--- config.mk ---
export PLATFORM = sky130hd
export DESIGN_NAME = cv32e40x_xif_aes_sched
export DESIGN_NICKNAME = d
export VERILOG_FILES = /design/src/rtl/cv32e40x_xif_aes_sched.sv
export SDC_FILE = /design/constraint.sdc
export NUM_CORES = 1
export LEC_CHECK = 0
export ABC_AREA = 1
export BUFFER_PORTS_ARGS = -buffer_cell sky130_fd_sc_hd__buf_2
export CAP_MARGIN = 5
export CORE_ASPECT_RATIO = 0.8
export CORE_MARGIN = 5
export CORE_UTILIZATION = 46
export CTS_CLUSTER_SIZE = 20
export DETAILED_ROUTE_END_ITERATION = 16
export PLACE_DENSITY_LB_ADDON = 0.2
export SYNTH_ARGS = -nofsm -noshare
export SYNTH_HDL_FRONTEND = slang
export SYNTH_SLANG_ARGS = --single-unit
--- constraint.sdc ---
create_clock -name clk_i -period 17.5 [get_ports clk_i]
set_clock_uncertainty 0.05 [all_clocks]
set_input_delay 3.5 -clock clk_i [delete_from_list [all_inputs] [get_ports clk_i]]
set_output_delay 3.5 -clock clk_i [all_outputs]
set_load 0.005 [all_outputs]
--- src/rtl/cv32e40x_xif_aes_sched.sv ---
// In-order CV-X-IF scheduler feeding one shared multi-cycle AES32 FU.
// Define XIF_AES_SCHED_SPEC_EN to let the head execute before it commits.
module cv32e40x_xif_aes_sched #(
  parameter int X_ID_WIDTH  = 4,
  parameter int X_RFR_WIDTH = 32,
  parameter int DEPTH       = 4
) (
  input  logic                   clk_i,
  input  logic                   rst_i,
  input  logic                   issue_valid_i,
  output logic                   issue_ready_o,
  output logic                   issue_accept_o,
  input  logic [31:0]            issue_instr_i,
  input  logic [X_ID_WIDTH-1:0]  issue_id_i,
  input  logic [X_RFR_WIDTH-1:0] issue_rs1_i,
  input  logic [X_RFR_WIDTH-1:0] issue_rs2_i,
  input  logic                   commit_valid_i,
  input  logic [X_ID_WIDTH-1:0]  commit_id_i,
  input  logic                   commit_kill_i,
  output logic                   fu_valid_o,
  output logic [X_RFR_WIDTH-1:0] fu_rs1_o,
  output logic [X_RFR_WIDTH-1:0] fu_rs2_o,
  output logic [1:0]             fu_bs_o,
  output logic [3:0]             fu_op_o,
  input  logic                   fu_ready_i,
  input  logic [X_RFR_WIDTH-1:0] fu_rd_i,
  output logic                   result_valid_o,
  input  logic                   result_ready_i,
  output logic [X_ID_WIDTH-1:0]  result_id_o,
  output logic [4:0]             result_rd_o,
  output logic [X_RFR_WIDTH-1:0] result_data_o,
  output logic                   busy_o
);

  localparam int AW = $clog2(DEPTH);
  localparam logic [AW:0] LP_FULL = (AW+1)'(DEPTH);

  localparam logic [6:0] LP_OPC    = 7'b0110011;
  localparam logic [4:0] LP_F5_ES  = 5'b10001;
  localparam logic [4:0] LP_F5_ESM = 5'b10011;
  localparam logic [4:0] LP_F5_DS  = 5'b10101;
  localparam logic [4:0] LP_F5_DSM = 5'b10111;

  localparam logic [1:0] E_EMPTY  = 2'd0;
  localparam logic [1:0] E_PEND   = 2'd1;
  localparam logic [1:0] E_COMMIT = 2'd2;
  localparam logic [1:0] E_KILL   = 2'd3;

  localparam logic [1:0] S_IDLE = 2'd0;
  localparam logic [1:0] S_EXEC = 2'd1;
  localparam logic [1:0] S_HOLD = 2'd2;
  localparam logic [1:0] S_OUT  = 2'd3;

  logic [1:0]             r_st  [DEPTH];
  logic [X_ID_WIDTH-1:0]  r_id  [DEPTH];
  logic [X_RFR_WIDTH-1:0] r_rs1 [DEPTH];
  logic [X_RFR_WIDTH-1:0] r_rs2 [DEPTH];
  logic [1:0]             r_bs  [DEPTH];
  logic [3:0]             r_op  [DEPTH];
  logic [4:0]             r_rd  [DEPTH];

  logic [AW-1:0]          r_head;
  logic [AW-1:0]          r_tail;
  logic [AW:0]            r_count;
  logic [1:0]             r_fsm;
  logic [X_RFR_WIDTH-1:0] r_res;

  logic [4:0] w_f5;
  logic [3:0] w_op;
  logic       w_hit;
  logic       w_push;
  logic       w_pop;
  logic       w_cap;
  logic [1:0] w_hs;
  logic       w_elig;
  logic [1:0] w_fsm_nxt;
  logic       w_unused;

  assign w_unused = ^issue_instr_i[24:12];
  assign w_f5     = issue_instr_i[29:25];

  always_comb begin
    w_op = 4'b0000;
    if (issue_instr_i[6:0] == LP_OPC) begin
      unique case (1'b1)
        (w_f5 == LP_F5_ES):  w_op = 4'b0001;
        (w_f5 == LP_F5_ESM): w_op = 4'b0010;
        (w_f5 == LP_F5_DS):  w_op = 4'b0100;
        (w_f5 == LP_F5_DSM): w_op = 4'b1000;
        default:             w_op = 4'b0000;
      endcase
    end
  end

  assign w_hit          = |w_op;
  assign issue_ready_o  = (r_count != LP_FULL);
  assign issue_accept_o = issue_valid_i && w_hit && issue_ready_o;
  assign w_push         = issue_accept_o;

  assign w_hs = r_st[r_head];

`ifdef XIF_AES_SCHED_SPEC_EN
  assign w_elig = (w_hs == E_PEND) || (w_hs == E_COMMIT);
`else
  assign w_elig = (w_hs == E_COMMIT);
`endif

  // A late FU pulse seen in IDLE is never captured; only EXEC owns the FU.
  always_comb begin
    w_fsm_nxt = r_fsm;
    w_pop     = 1'b0;
    w_cap     = 1'b0;
    unique case (r_fsm)
      S_IDLE: begin
        if (w_hs == E_KILL) begin
          w_pop = 1'b1;
        end else if (w_elig) begin
          w_fsm_nxt = S_EXEC;
        end
      end
      S_EXEC: begin
        if (w_hs == E_KILL) begin
          w_pop     = 1'b1;
          w_fsm_nxt = S_IDLE;
        end else if (fu_ready_i) begin
          w_cap     = 1'b1;
          w_fsm_nxt = S_HOLD;
        end
      end
      S_HOLD: begin
        if (w_hs == E_KILL) begin
          w_pop     = 1'b1;
          w_fsm_nxt = S_IDLE;
        end else if (w_hs == E_COMMIT) begin
          if (result_ready_i) begin
            w_pop     = 1'b1;
            w_fsm_nxt = S_IDLE;
          end else begin
            w_fsm_nxt = S_OUT;
          end
        end
      end
      S_OUT: begin
        if (result_ready_i) begin
          w_pop     = 1'b1;
          w_fsm_nxt = S_IDLE;
        end
      end
      default: w_fsm_nxt = S_IDLE;
    endcase
  end

  assign fu_valid_o = ((r_fsm == S_IDLE && w_elig) || r_fsm == S_EXEC)
                      && (w_hs != E_KILL);
  assign fu_rs1_o   = r_rs1[r_head];
  assign fu_rs2_o   = r_rs2[r_head];
  assign fu_bs_o    = r_bs[r_head];
  assign fu_op_o    = fu_valid_o ? r_op[r_head] : 4'b0000;

  // HOLD presents the result combinationally so a commit shows next cycle.
  assign result_valid_o = (r_fsm == S_OUT)
                          || (r_fsm == S_HOLD && w_hs == E_COMMIT);
  assign result_id_o    = r_id[r_head];
  assign result_rd_o    = r_rd[r_head];
  assign result_data_o  = r_res;
  assign busy_o         = (r_count != '0);

  always_ff @(posedge clk_i) begin
    if (rst_i) begin
      for (int i = 0; i < DEPTH; i++) begin
        r_st[i]  <= E_EMPTY;
        r_id[i]  <= '0;
        r_rs1[i] <= '0;
        r_rs2[i] <= '0;
        r_bs[i]  <= '0;
        r_op[i]  <= '0;
        r_rd[i]  <= '0;
      end
      r_head  <= '0;
      r_tail  <= '0;
      r_count <= '0;
      r_fsm   <= S_IDLE;
      r_res   <= '0;
    end else begin
      r_fsm <= w_fsm_nxt;
      if (w_cap) begin
        r_res <= fu_rd_i;
      end
      for (int i = 0; i < DEPTH; i++) begin
        if (commit_valid_i && r_st[i] == E_PEND
            && r_id[i] == commit_id_i) begin
          r_st[i] <= commit_kill_i ? E_KILL : E_COMMIT;
        end
      end
      if (w_pop) begin
        r_st[r_head] <= E_EMPTY;
        r_head       <= r_head + 1'b1;
      end
      if (w_push) begin
        r_st[r_tail]  <= E_PEND;
        r_id[r_tail]  <= issue_id_i;
        r_rs1[r_tail] <= issue_rs1_i;
        r_rs2[r_tail] <= issue_rs2_i;
        r_bs[r_tail]  <= issue_instr_i[31:30];
        r_op[r_tail]  <= w_op;
        r_rd[r_tail]  <= issue_instr_i[11:7];
        r_tail        <= r_tail + 1'b1;
      end
      unique case ({w_push, w_pop})
        2'b10:   r_count <= r_count + 1'b1;
        2'b01:   r_count <= r_count - 1'b1;
        default: r_count <= r_count;
      endcase
    end
  end

endmodule
==> results.toml <==
[critical_path]
arrival_ps = 4530
critical_path_buf_inv_count = 4
crit_top_cell = "buf_2"
crit_family = "buffers and inverters"
crit_path_cell_trace = "buf_2 -> nor2_1 -> nand4_1 -> clkinv_1 -> o21a_1 -> nand2_4 -> inv_1 -> buf_2"
startpoint_type = "input pin"
end_kind = "primary output"
worstPathRequired_ps = 13950
crit_type = "input pin to primary output"
cp_max_fo = 4
cp_slowest_cell = "o21a_1"
slowest_delay_ps = 200

[power_and_ir_drop]
seq_power_share = 0.492
p_comb_frac = 0.101
power_mw = 2.032
powerDensity_mw_per_mm2 = 108.4
p_switching_mw = 0.4901
p_int_mw = 1.542
p_sw_frac = 0.2412
p_clk_frac = 0.407
leakage_nw = 7.898
peakVddDrop_v = 0.00006077

[flow_run]
cap_viol_max_count = 0

[sta]
finalHoldViolations = 0
relSlewSlack = 0.2394
fmax_ghz = 0.1238
setup_tns_ps = 0
maxSlewViolCount = 0
setup-violations-final = 0
rsz0062_at_grt = "no"
period_minus_slack_ps = 8080
finalCritPeriodShare = 0.4617
worstMarginPinSlew_ps = 1141

[synthesis]
synth-edff-count = 316
synthTopCellsByCount = "506 x nor2_1, 316 x edfxtp_1, 165 x o21ai_0"
seq_area_frac_synth = 0.6541
async_flop_share = 0
synth_area_leaders = "edfxtp_1 59%, nor2_1 12%, dfxtp_1 6.4%"
synth_seq_cells = 367
syn_inst = 1583
ys_types = 33
synth_area_per_cell_sq_um = 10.15
yosysWarningCount = 0
postSynthNetCount = 1736
synth.top_cell.area_share = 0.5906
synth_area_leader_cell = "edfxtp_1"
syn_area_sq_mm = 0.01607
yosys_most_used_dff = "edfxtp_1"
synth.most_common_cell = "nor2_1"

[clocking]
ctsResizeCount = 0
cts_tree = "done"
path_clk_slew_ps = 60
clk_latency_ps = 530
cts_buffers = 40
h-tree-depth = 2
cts_sinks = 367
postCtsSetupBuffers = 0
cts_hold_buf = 0
cts.path.max_buffers = 3
root_buffer = "clkbuf_16"

[placed_design]
placed_cell_area_sq_mm = 0.01747
place_congestion = 0.7717
io_buffers = 245
hpwl_um = 22790
placed_cells = 2214

[routing]
first_pass_iters = 5
drc = 0
drt_iter0_markers = 933
post_drt_wl_per_cell_um = 18.29
vias = 12000
vias_per_cell = 5.240
antenna_left = 0
wl_um = 41870

[die]
core_area_sq_mm = 0.03465
die_x_um = 219.0
ioPinCount = 259
dieArea_sq_mm = 0.03879
die-height_um = 177.2
start_util = 0.4637
rows = 61

[grt]
antenna_found_initial = 5
grtUsageTotal = 0.2092
grt.overflow.total = 0
grt_max_degree = 89
grt_first_pass_wirelength_um = 63890
grt_pass1_vias = 11670

[min_path]
hold_class = "flip-flop to flip-flop"

[finish]
nFillCells = 3248
syn_to_final_growth_pct = 16.69
instances_no_fill = 2289
drive_gt1_frac = 0.1823
postLayoutCellArea_sq_mm = 0.01875
nNetsFinal = 1937

[outcome]
status = "finished clean"
==> power groups by stage <==
stage | registers, mW | logic [mW] | clock network (mW)
after CTS | 1.00 | 0.208 | 0.843
after global placement | 1.02 | 0.205 | 0
after floorplan | 1.02 | 0.118 | 0
final | 1.00 | 0.205 | 0.828
after detailed placement | 1.02 | 0.207 | 0
after global routing | 1.00 | 0.229 | 0.881
==> layout make-up <==
class	instances	area (sq um)	area share
flip-flops and latches	367	10520	0.5608
inverters	120	454.2	0.02422
multi-input cells	997	4586	0.2446
well taps	472	590.6	0.03150
clock buffers	50	1060	0.05652
repair buffers	258	1324	0.07060
clock inverters	24	217.7	0.01161
diodes	1	2.502	0.0001335
==> routing by layer <==
layer | track usage | wire length [um] | up-vias
met4 | 0.04211 | 473 | 6
li1 | - | - | 5764
met1 | 0.2798 | 17960 | 5838
met3 | 0.03985 | 2813 | 42
met5 | 0 | 48 | -
met2 | 0.3602 | 20570 | 345
==> layout by cell type, fill, tap and decap left out, types with 2 or more instances in the layout <==
cell / n
clkbuf_16: 41
edfxtp_1: 316
inv_1: 114
inv_6: 3
clkinv_1: 13
nand4_1: 10
nand2_1: 89
o21ai_0: 165
nand3_1: 52
nand3_4: 3
nor3_1: 6
o22ai_1: 74
ha_1: 9
o21ai_1: 2
buf_4: 13
a21oi_1: 54
bufinv_16: 4
nor2_1: 506
dfxtp_1: 49
or2_2: 3
buf_2: 245
inv_2: 2
xor2_1: 6
clkinv_2: 7
nand2_4: 4
clkbuf_1: 9
xnor2_1: 7
==> worst min-delay path, delay by kind of cell, from the launching register on <==
| kind | cells | cell delay [ps] |
|---|---|---|
| simple gates | 1 | 60 |
| compound gates | 1 | 50 |
| flops | 1 | 300 |
==> state kept, by name, summed over array words and instances, names as in the netlist, named ones only <==
register	flops
r_rs1	128
r_op	16
r_bs	8
r_rd	20
r_fsm	2
r_rs2	128
r_tail	2
r_head	2
r_id	16
r_count	3
result_data_o	32
r_st	8
==> kinds of logic after synthesis <==
kind of cell,count (synthesis),share of synthesized area
and+or+nand+nor,676,0.1688
DFF,367,0.6541
AOI/OAI and AO/OA,298,0.09897
buffers and inverters,219,0.06276
xor gates and xnor gates,13,0.007086
adders and majority gates,10,0.008254
==> path summary, 6_finish.rpt <==
check               startpoint                 to  slack [ps]  cells past startpoint
max           issue_instr_i[3]     issue_accept_o        9420                      8
min          result_data_o[20]  result_data_o[20]         410                      2
min reg2reg  result_data_o[20]  result_data_o[20]         410                      2
max reg2reg          flip-flop         r_count[2]       13670                     17
==> metrics by stage <==
stage | utilization | hold WS (ps) | setup WS, ps
global route | 0.5411 | 429.5 | 9267
CTS | 0.5410 | 410.5 | 9392
finish | 0.5411 | 408.3 | 9420
detailed placement | 0.5042 | 401.4 | 9404
global placement | 0.5042 | 395.6 | 9428
floorplan | - | 405.7 | 6899
(Power assumes the default switching activity.)
